===== config.mk =====
export PLATFORM = sky130hd
export DESIGN_NAME = prog_clk_divider_flat
export DESIGN_NICKNAME = d
export VERILOG_FILES = /design/src/rtl/clkdiv_pkg.sv /design/src/rtl/prog_clk_divider_if.sv /design/src/rtl/clkdiv_shadow_reg.sv /design/src/rtl/prog_clk_divider.sv /design/src/flat_wrapper.sv
export SDC_FILE = /design/constraint.sdc
export NUM_CORES = 1
export LEC_CHECK = 0
export CORE_MARGIN = 3
export CORE_UTILIZATION = 30
export CTS_BUF_LIST = sky130_fd_sc_hd__clkbuf_4
export CTS_CLUSTER_DIAMETER = 30
export DETAILED_ROUTE_END_ITERATION = 10
export SYNTH_ARGS = -nofsm -noshare
export SYNTH_HDL_FRONTEND = slang
export SYNTH_SLANG_ARGS = --single-unit
export TNS_END_PERCENT = 1

===== constraint.sdc =====
create_clock -name clk -period 8.7 [get_ports clk]
set_clock_uncertainty 0.2 [all_clocks]
set_input_delay 1.305 -clock clk [delete_from_list [all_inputs] [get_ports clk]]
set_output_delay 1.305 -clock clk [all_outputs]
set_load 0.05 [all_outputs]

===== src/rtl/clkdiv_pkg.sv =====
// -----------------------------------------------------------------------------
// clkdiv_pkg
// Shared constants and helpers for the programmable clock divider.
//   CNT_W_DEFAULT : default width of the divide ratio and period counter
//   FN_W          : working width of the helper functions; callers zero-extend
//                   their operands to FN_W and truncate the result back
//   hi_phase(d)   : length of the high phase for ratio d, ceil(d/2)
//   clamp_div(d)  : ratio after capture clamping, max(d, 2)
// -----------------------------------------------------------------------------
package clkdiv_pkg;

    localparam int CNT_W_DEFAULT = 16;
    localparam int FN_W          = 32;

    // High phase gets the extra cycle on odd ratios.
    function automatic logic [FN_W-1:0] hi_phase(input logic [FN_W-1:0] d);
        return d - (d >> 1);
    endfunction

    // Ratios 0 and 1 cannot produce a toggling output, so they become 2.
    function automatic logic [FN_W-1:0] clamp_div(input logic [FN_W-1:0] d);
        return (d < FN_W'(2)) ? FN_W'(2) : d;
    endfunction

endpackage


===== src/rtl/prog_clk_divider_if.sv =====
// -----------------------------------------------------------------------------
// prog_clk_divider_if
// Control/status bundle of the programmable clock divider.
//   en          : run enable (master -> slave)
//   div_in      : requested divide ratio (master -> slave)
//   div_load    : one-cycle capture strobe for div_in (master -> slave)
//   div_pending : a captured ratio is waiting for the next boundary
//   div_act     : ratio currently in force
//   clk_out     : registered divided clock
//   rise_tick   : first high cycle of each period
//   fall_tick   : first low cycle of each period
// Modports: master = controller side, slave = divider side.
// -----------------------------------------------------------------------------
interface prog_clk_divider_if #(
    parameter int CNT_W = clkdiv_pkg::CNT_W_DEFAULT
);
    logic             en;
    logic [CNT_W-1:0] div_in;
    logic             div_load;
    logic             div_pending;
    logic [CNT_W-1:0] div_act;
    logic             clk_out;
    logic             rise_tick;
    logic             fall_tick;

    modport master (
        output en,
        output div_in,
        output div_load,
        input  div_pending,
        input  div_act,
        input  clk_out,
        input  rise_tick,
        input  fall_tick
    );

    modport slave (
        input  en,
        input  div_in,
        input  div_load,
        output div_pending,
        output div_act,
        output clk_out,
        output rise_tick,
        output fall_tick
    );
endinterface


===== src/rtl/clkdiv_shadow_reg.sv =====
// -----------------------------------------------------------------------------
// clkdiv_shadow_reg
// Holds a requested divide ratio until the divider reaches a safe point to
// adopt it.
//   clk, rst : clock and asynchronous active-high reset
//   load     : capture din (clamped) into the shadow and raise pending
//   apply    : the divider is at a point where a pending ratio is consumed
//   din      : requested ratio
//   shadow   : captured ratio
//   pending  : shadow holds a ratio not yet adopted
// A load on the same edge as an apply wins: the divider adopts the old shadow
// on that edge and the freshly captured value stays pending.
// -----------------------------------------------------------------------------
module clkdiv_shadow_reg
    import clkdiv_pkg::*;
#(
    parameter int CNT_W   = CNT_W_DEFAULT,
    parameter int DEF_DIV = 2
) (
    input  logic             clk,
    input  logic             rst,
    input  logic             load,
    input  logic             apply,
    input  logic [CNT_W-1:0] din,
    output logic [CNT_W-1:0] shadow,
    output logic             pending
);

    logic [CNT_W-1:0] din_clamped;

    assign din_clamped = CNT_W'(clamp_div(FN_W'(din)));

    always_ff @(posedge clk or posedge rst) begin
        if (rst) begin
            shadow  <= CNT_W'(DEF_DIV);
            pending <= 1'b0;
        end else if (load) begin
            shadow  <= din_clamped;
            pending <= 1'b1;
        end else if (apply) begin
            pending <= 1'b0;
        end
    end

endmodule


===== src/rtl/prog_clk_divider.sv =====
// -----------------------------------------------------------------------------
// prog_clk_divider
// Runtime-programmable synchronous clock divider. Produces a registered
// divided clock plus single-cycle rise/fall strobes usable as clock enables.
// Ratio d gives ceil(d/2) high cycles followed by floor(d/2) low cycles.
//   clk  : source clock
//   rst  : asynchronous active-high reset
//   bus  : prog_clk_divider_if.slave (en, div_in, div_load in;
//          div_pending, div_act, clk_out, rise_tick, fall_tick out)
// A new ratio is adopted only at a period wrap or while parked (en=0), so a
// running period is never cut short or stretched.
// -----------------------------------------------------------------------------
module prog_clk_divider
    import clkdiv_pkg::*;
#(
    parameter int CNT_W   = CNT_W_DEFAULT,
    parameter int DEF_DIV = 2
) (
    input  logic                 clk,
    input  logic                 rst,
    prog_clk_divider_if.slave    bus
);

    if (CNT_W < 2 || CNT_W > FN_W) begin : g_bad_width
        $error("prog_clk_divider: CNT_W out of range");
    end
    if (DEF_DIV < 2 || longint'(DEF_DIV) > ((longint'(1) << CNT_W) - 1)) begin : g_bad_def
        $error("prog_clk_divider: DEF_DIV out of range");
    end

    logic [CNT_W-1:0] cnt;
    logic [CNT_W-1:0] div_act;
    logic [CNT_W-1:0] shadow;
    logic             pending;
    logic             wrap;
    logic             apply;
    logic [CNT_W-1:0] div_nxt;
    logic [CNT_W-1:0] cnt_nxt;
    logic [CNT_W-1:0] hi_nxt;
    logic             clk_out_r;
    logic             rise_r;
    logic             fall_r;

    assign wrap  = (cnt == div_act - CNT_W'(1));

    // While parked the pending ratio is taken every cycle, so the divider is
    // always ready to start a full period with the newest ratio.
    assign apply = ~bus.en | wrap;

    clkdiv_shadow_reg #(
        .CNT_W   (CNT_W),
        .DEF_DIV (DEF_DIV)
    ) u_shadow (
        .clk     (clk),
        .rst     (rst),
        .load    (bus.div_load),
        .apply   (apply),
        .din     (bus.div_in),
        .shadow  (shadow),
        .pending (pending)
    );

    // Uses the shadow value from before this edge, so a load coinciding with
    // the wrap does not leak into the period that starts now.
    assign div_nxt = (apply & pending) ? shadow : div_act;

    // Parking at div-1 makes the first enabled edge a wrap, which starts a
    // full period with clk_out high one edge after en rises.
    always_comb begin
        cnt_nxt = cnt + CNT_W'(1);
        if (!bus.en) begin
            cnt_nxt = div_nxt - CNT_W'(1);
        end else if (wrap) begin
            cnt_nxt = '0;
        end
    end

    assign hi_nxt = CNT_W'(hi_phase(FN_W'(div_nxt)));

    always_ff @(posedge clk or posedge rst) begin
        if (rst) begin
            cnt       <= CNT_W'(DEF_DIV - 1);
            div_act   <= CNT_W'(DEF_DIV);
            clk_out_r <= 1'b0;
            rise_r    <= 1'b0;
            fall_r    <= 1'b0;
        end else begin
            cnt       <= cnt_nxt;
            div_act   <= div_nxt;
            clk_out_r <= bus.en & (cnt_nxt < hi_nxt);
            rise_r    <= bus.en & (cnt_nxt == '0);
            fall_r    <= bus.en & (cnt_nxt == hi_nxt);
        end
    end

    assign bus.div_pending = pending;
    assign bus.div_act     = div_act;
    assign bus.clk_out     = clk_out_r;
    assign bus.rise_tick   = rise_r;
    assign bus.fall_tick   = fall_r;

endmodule


===== src/flat_wrapper.sv =====
// flat-port wrapper written by rule: the top's interface ports become plain ports
module prog_clk_divider_flat import clkdiv_pkg::*;
#(
    parameter int CNT_W   = CNT_W_DEFAULT,
    parameter int DEF_DIV = 2
)
  (clk, rst, bus_en, bus_div_in, bus_div_load, bus_div_pending, bus_div_act, bus_clk_out, bus_rise_tick, bus_fall_tick);
  prog_clk_divider_if #(.CNT_W(CNT_W)) bus_i ();
  input  logic clk;
  input  logic rst;
  input wire logic [$bits(bus_i.en)-1:0] bus_en;
  input wire logic [$bits(bus_i.div_in)-1:0] bus_div_in;
  input wire logic [$bits(bus_i.div_load)-1:0] bus_div_load;
  output wire logic [$bits(bus_i.div_pending)-1:0] bus_div_pending;
  output wire logic [$bits(bus_i.div_act)-1:0] bus_div_act;
  output wire logic [$bits(bus_i.clk_out)-1:0] bus_clk_out;
  output wire logic [$bits(bus_i.rise_tick)-1:0] bus_rise_tick;
  output wire logic [$bits(bus_i.fall_tick)-1:0] bus_fall_tick;
  assign bus_i.en = bus_en;
  assign bus_i.div_in = bus_div_in;
  assign bus_i.div_load = bus_div_load;
  assign bus_div_pending = bus_i.div_pending;
  assign bus_div_act = bus_i.div_act;
  assign bus_clk_out = bus_i.clk_out;
  assign bus_rise_tick = bus_i.rise_tick;
  assign bus_fall_tick = bus_i.fall_tick;
  prog_clk_divider #(.CNT_W(CNT_W), .DEF_DIV(DEF_DIV)) u_core (.clk(clk), .rst(rst), .bus(bus_i));
endmodule

==> results.sh <==
export IMPL_status="completed"
export IMPL_gp_congestion=0.904
export IMPL_synth_ff_type="dfrtp_1"
export IMPL_htree_levels=2
export IMPL_finalCritPeriodShare=0.834
export IMPL_clk_path_buf_depth=2
export IMPL_vias_per_cell=5.29
export IMPL_clk_pin_slew_ns=0.15
export IMPL_fmax_mhz=138
export IMPL_crit_path_end_kind="register"
export IMPL_hold_path_class="reg -> reg"
export IMPL_yosys_warnings=0
export IMPL_grt_max_degree=53
export IMPL_postCtsResizedCells=0
export IMPL_dieArea_sq_mm=0.0167
export IMPL_swShare=0.486
export IMPL_setup_viol=0
export IMPL_syn_nets=555
export IMPL_clkPwrFrac=0.091
export IMPL_fp_dieH_microns=129
export IMPL_clock_latency_ns=0.39
export IMPL_postCtsSetupRepairBufs=0
export IMPL_slowest_delay_ns=0.69
export IMPL_core_area_sq_mm=0.0147
export IMPL_start_kind="register"
export IMPL_postSynthAreaPerCell_sq_um=9.32
export IMPL_internal_power_mw=0.649
export IMPL_final_common_cell="dfrtp_1"
export IMPL_hpwl_microns=9590
export IMPL_stdcell_count=701
export IMPL_grt_pass1_vias=3871
export IMPL_synth_top_area_frac=0.268
export IMPL_yosys_top_cells_area="dfrtp_1 (27%), ha_1 (12%), xnor2_1 (6.9%)"
export IMPL_utilization=0.352
export IMPL_holdWs_ns=0.329
export IMPL_ant_nets=0
export IMPL_p_per_area_mw_per_mm2=244
export IMPL_cts_buffers_inserted=5
export IMPL_start_util=0.311
export IMPL_netlist_instances=490
export IMPL_setup_tns_ns=0
export IMPL_dpl_cell_count=693
export IMPL_io_buffer_count=39
export IMPL_n_antenna_cell=0
export IMPL_cp_max_fo=19
export IMPL_synth_cell_type_count=73
export IMPL_crit_path_frequent_cell="ha_1"
export IMPL_cts_hold_buf=0
export IMPL_rsz0062_at_grt="false"
export IMPL_ys_seq_elements=52
export IMPL_first_pass_iters=4
export IMPL_cp_data_required_time_ns=8.83
export IMPL_cts_tree="yes"
export IMPL_grt_usage=0.147
export IMPL_p_leak_nw=2.08
export IMPL_layout_nets=581
export IMPL_wl_microns=11900
export IMPL_netlist_area_sq_mm=0.00457
export IMPL_grt_pass1_wl_microns=19700
export IMPL_drc_errors=0
export IMPL_seqPwrFrac=0.299
export IMPL_worst_path_buf_inv=3
export IMPL_switchingPower_mw=0.613
export IMPL_synth_seq_area_share=0.286
export IMPL_antenna_found_initial=0
export IMPL_slew_viol_final=0
export IMPL_wire_per_inst_microns=17.0
export IMPL_drtIter0Drc=247
export IMPL_comb_power_share=0.610
export IMPL_final_cell_mix="dfrtp_1 (49), ha_1 (44), inv_1 (39), clkdlybuf4s50_1 (39), xnor2_1 (36)"
export IMPL_path_class="reg -> reg"
export IMPL_worstMarginPinSlew_ns=0.828
export IMPL_yosysTopAreaCell="dfrtp_1"
export IMPL_area_growth_pct=13.1
export IMPL_critPathTopFamily="compound AO/OA/AOI/OAI gates"
export IMPL_vias=3707
export IMPL_drive_above_1_share=0.106
export IMPL_critPathSlowestCell="o32ai_4"
export IMPL_place_area_sq_mm=0.00511
export IMPL_min_period_ns=7.26
export IMPL_arrival_ns=7.39
export IMPL_die_w_microns=129
export IMPL_finalHoldViolCount=0
export IMPL_ir_drop_v=0.0000807
export IMPL_ios=40
export IMPL_fin_area_sq_mm=0.00517
export IMPL_cts_root_buf="clkbuf_4"
export IMPL_cts_sinks=52
export IMPL_async_flop_share=1.00
export IMPL_drv_cap=0
export IMPL_relSlewSlack=0.446
export IMPL_row_count=44
export IMPL_grt_overflow=0
export IMPL_synth_edf_count=0
area by class of cell:
type,instances,area (sq um)
tap,184,230
timing repair buffer,43,420
fill,1465,9530
sequential,52,1310
inverter,42,158
clock inverter,1,5.00
multi-input combinational,372,3000
clock buffer,7,52.6
through the flow:
step	power (mW)	setup slack, ns
6_report	1.26	1.44
3_3_place_gp	1.13	1.68
3_5_place_dp	1.15	1.50
5_1_grt	1.37	0.865
4_1_cts	1.27	1.43
2_1_floorplan	0.950	2.00
power groups by stage:
stage | clock network [mW] | logic (mW) | registers, mW
after CTS | 0.121 | 0.772 | 0.378
after floorplan | 0 | 0.563 | 0.387
final | 0.115 | 0.770 | 0.377
after detailed placement | 0 | 0.766 | 0.382
after global placement | 0 | 0.752 | 0.381
after global routing | 0.130 | 0.856 | 0.388
state kept, by name, indices dropped and copies added (netlist names):
register,flops
u_core.cnt,16
u_core.u_shadow.shadow,16
u_core.bus.clk_out,1
u_core.u_shadow.pending,1
u_core.bus.div_act,16
u_core.bus.fall_tick,1
u_core.bus.rise_tick,1
cell usage after synthesis, types with 3 or more instances:
cell and n:
and3_1 6, inv_1 40, nand2_1 18, nor2b_1 6, dfstp_2 3, buf_2 3
nand4b_1 3, xnor2_1 36, nor4_1 7, nor2_1 31, nand3_1 21, clkbuf_1 17
ha_1 44, nor3_1 16, o21ai_0 15, o22ai_1 14, xor2_1 21, or3_1 3
maj3_1 3, dfrtp_1 49, a31oi_1 3, mux2_2 14, nand4_1 6, o21a_1 4
nand3b_1 3, buf_6 3, mux2i_1 17, a21oi_1 20
worst paths after layout:
path / start / to / slack [ns] / cells past startpoint
min in group asynchronous: rst / u_core.bus.div_act[4]$_DFF_PP0_ / 1.20 / 3
setup reg to reg: u_core.bus.div_act[1]$_DFF_PP1_ / u_core.bus.clk_out$_DFF_PP0_ / 1.44 / 25
max in group asynchronous: rst / u_core.bus.div_act[10]$_DFF_PP0_ / 6.65 / 3
setup / recovery: u_core.bus.div_act[1]$_DFF_PP1_ / u_core.bus.clk_out$_DFF_PP0_ / 1.44 / 25
hold reg to reg: u_core.u_shadow.shadow[10]$_DFFE_PP0P_ / u_core.u_shadow.shadow[10]$_DFFE_PP0P_ / 0.33 / 1
hold / removal: u_core.u_shadow.shadow[10]$_DFFE_PP0P_ / u_core.u_shadow.shadow[10]$_DFFE_PP0P_ / 0.33 / 1
metal layers:
metal	GRT usage	share of wire
met1	0.203	0.47
met5	0	0
met4	0.0296	0.011
met3	0.0181	0.063
met2	0.248	0.46
logic make-up (layout without fill, tap and decap cells):
family | after synthesis | in the layout | synth area share
AO/OA/AOI/OAI | 95 | 95 | 0.164
multiplexers | 34 | 34 | 0.0803
XOR/XNOR | 57 | 57 | 0.109
flip-flops | 52 | 52 | 0.286
buffers and inverters | 66 | 93 | 0.0608
AND/OR/NAND/NOR | 138 | 138 | 0.169
adder cells (fa/ha/maj) | 48 | 48 | 0.131
(Power assumes the default switching activity.)
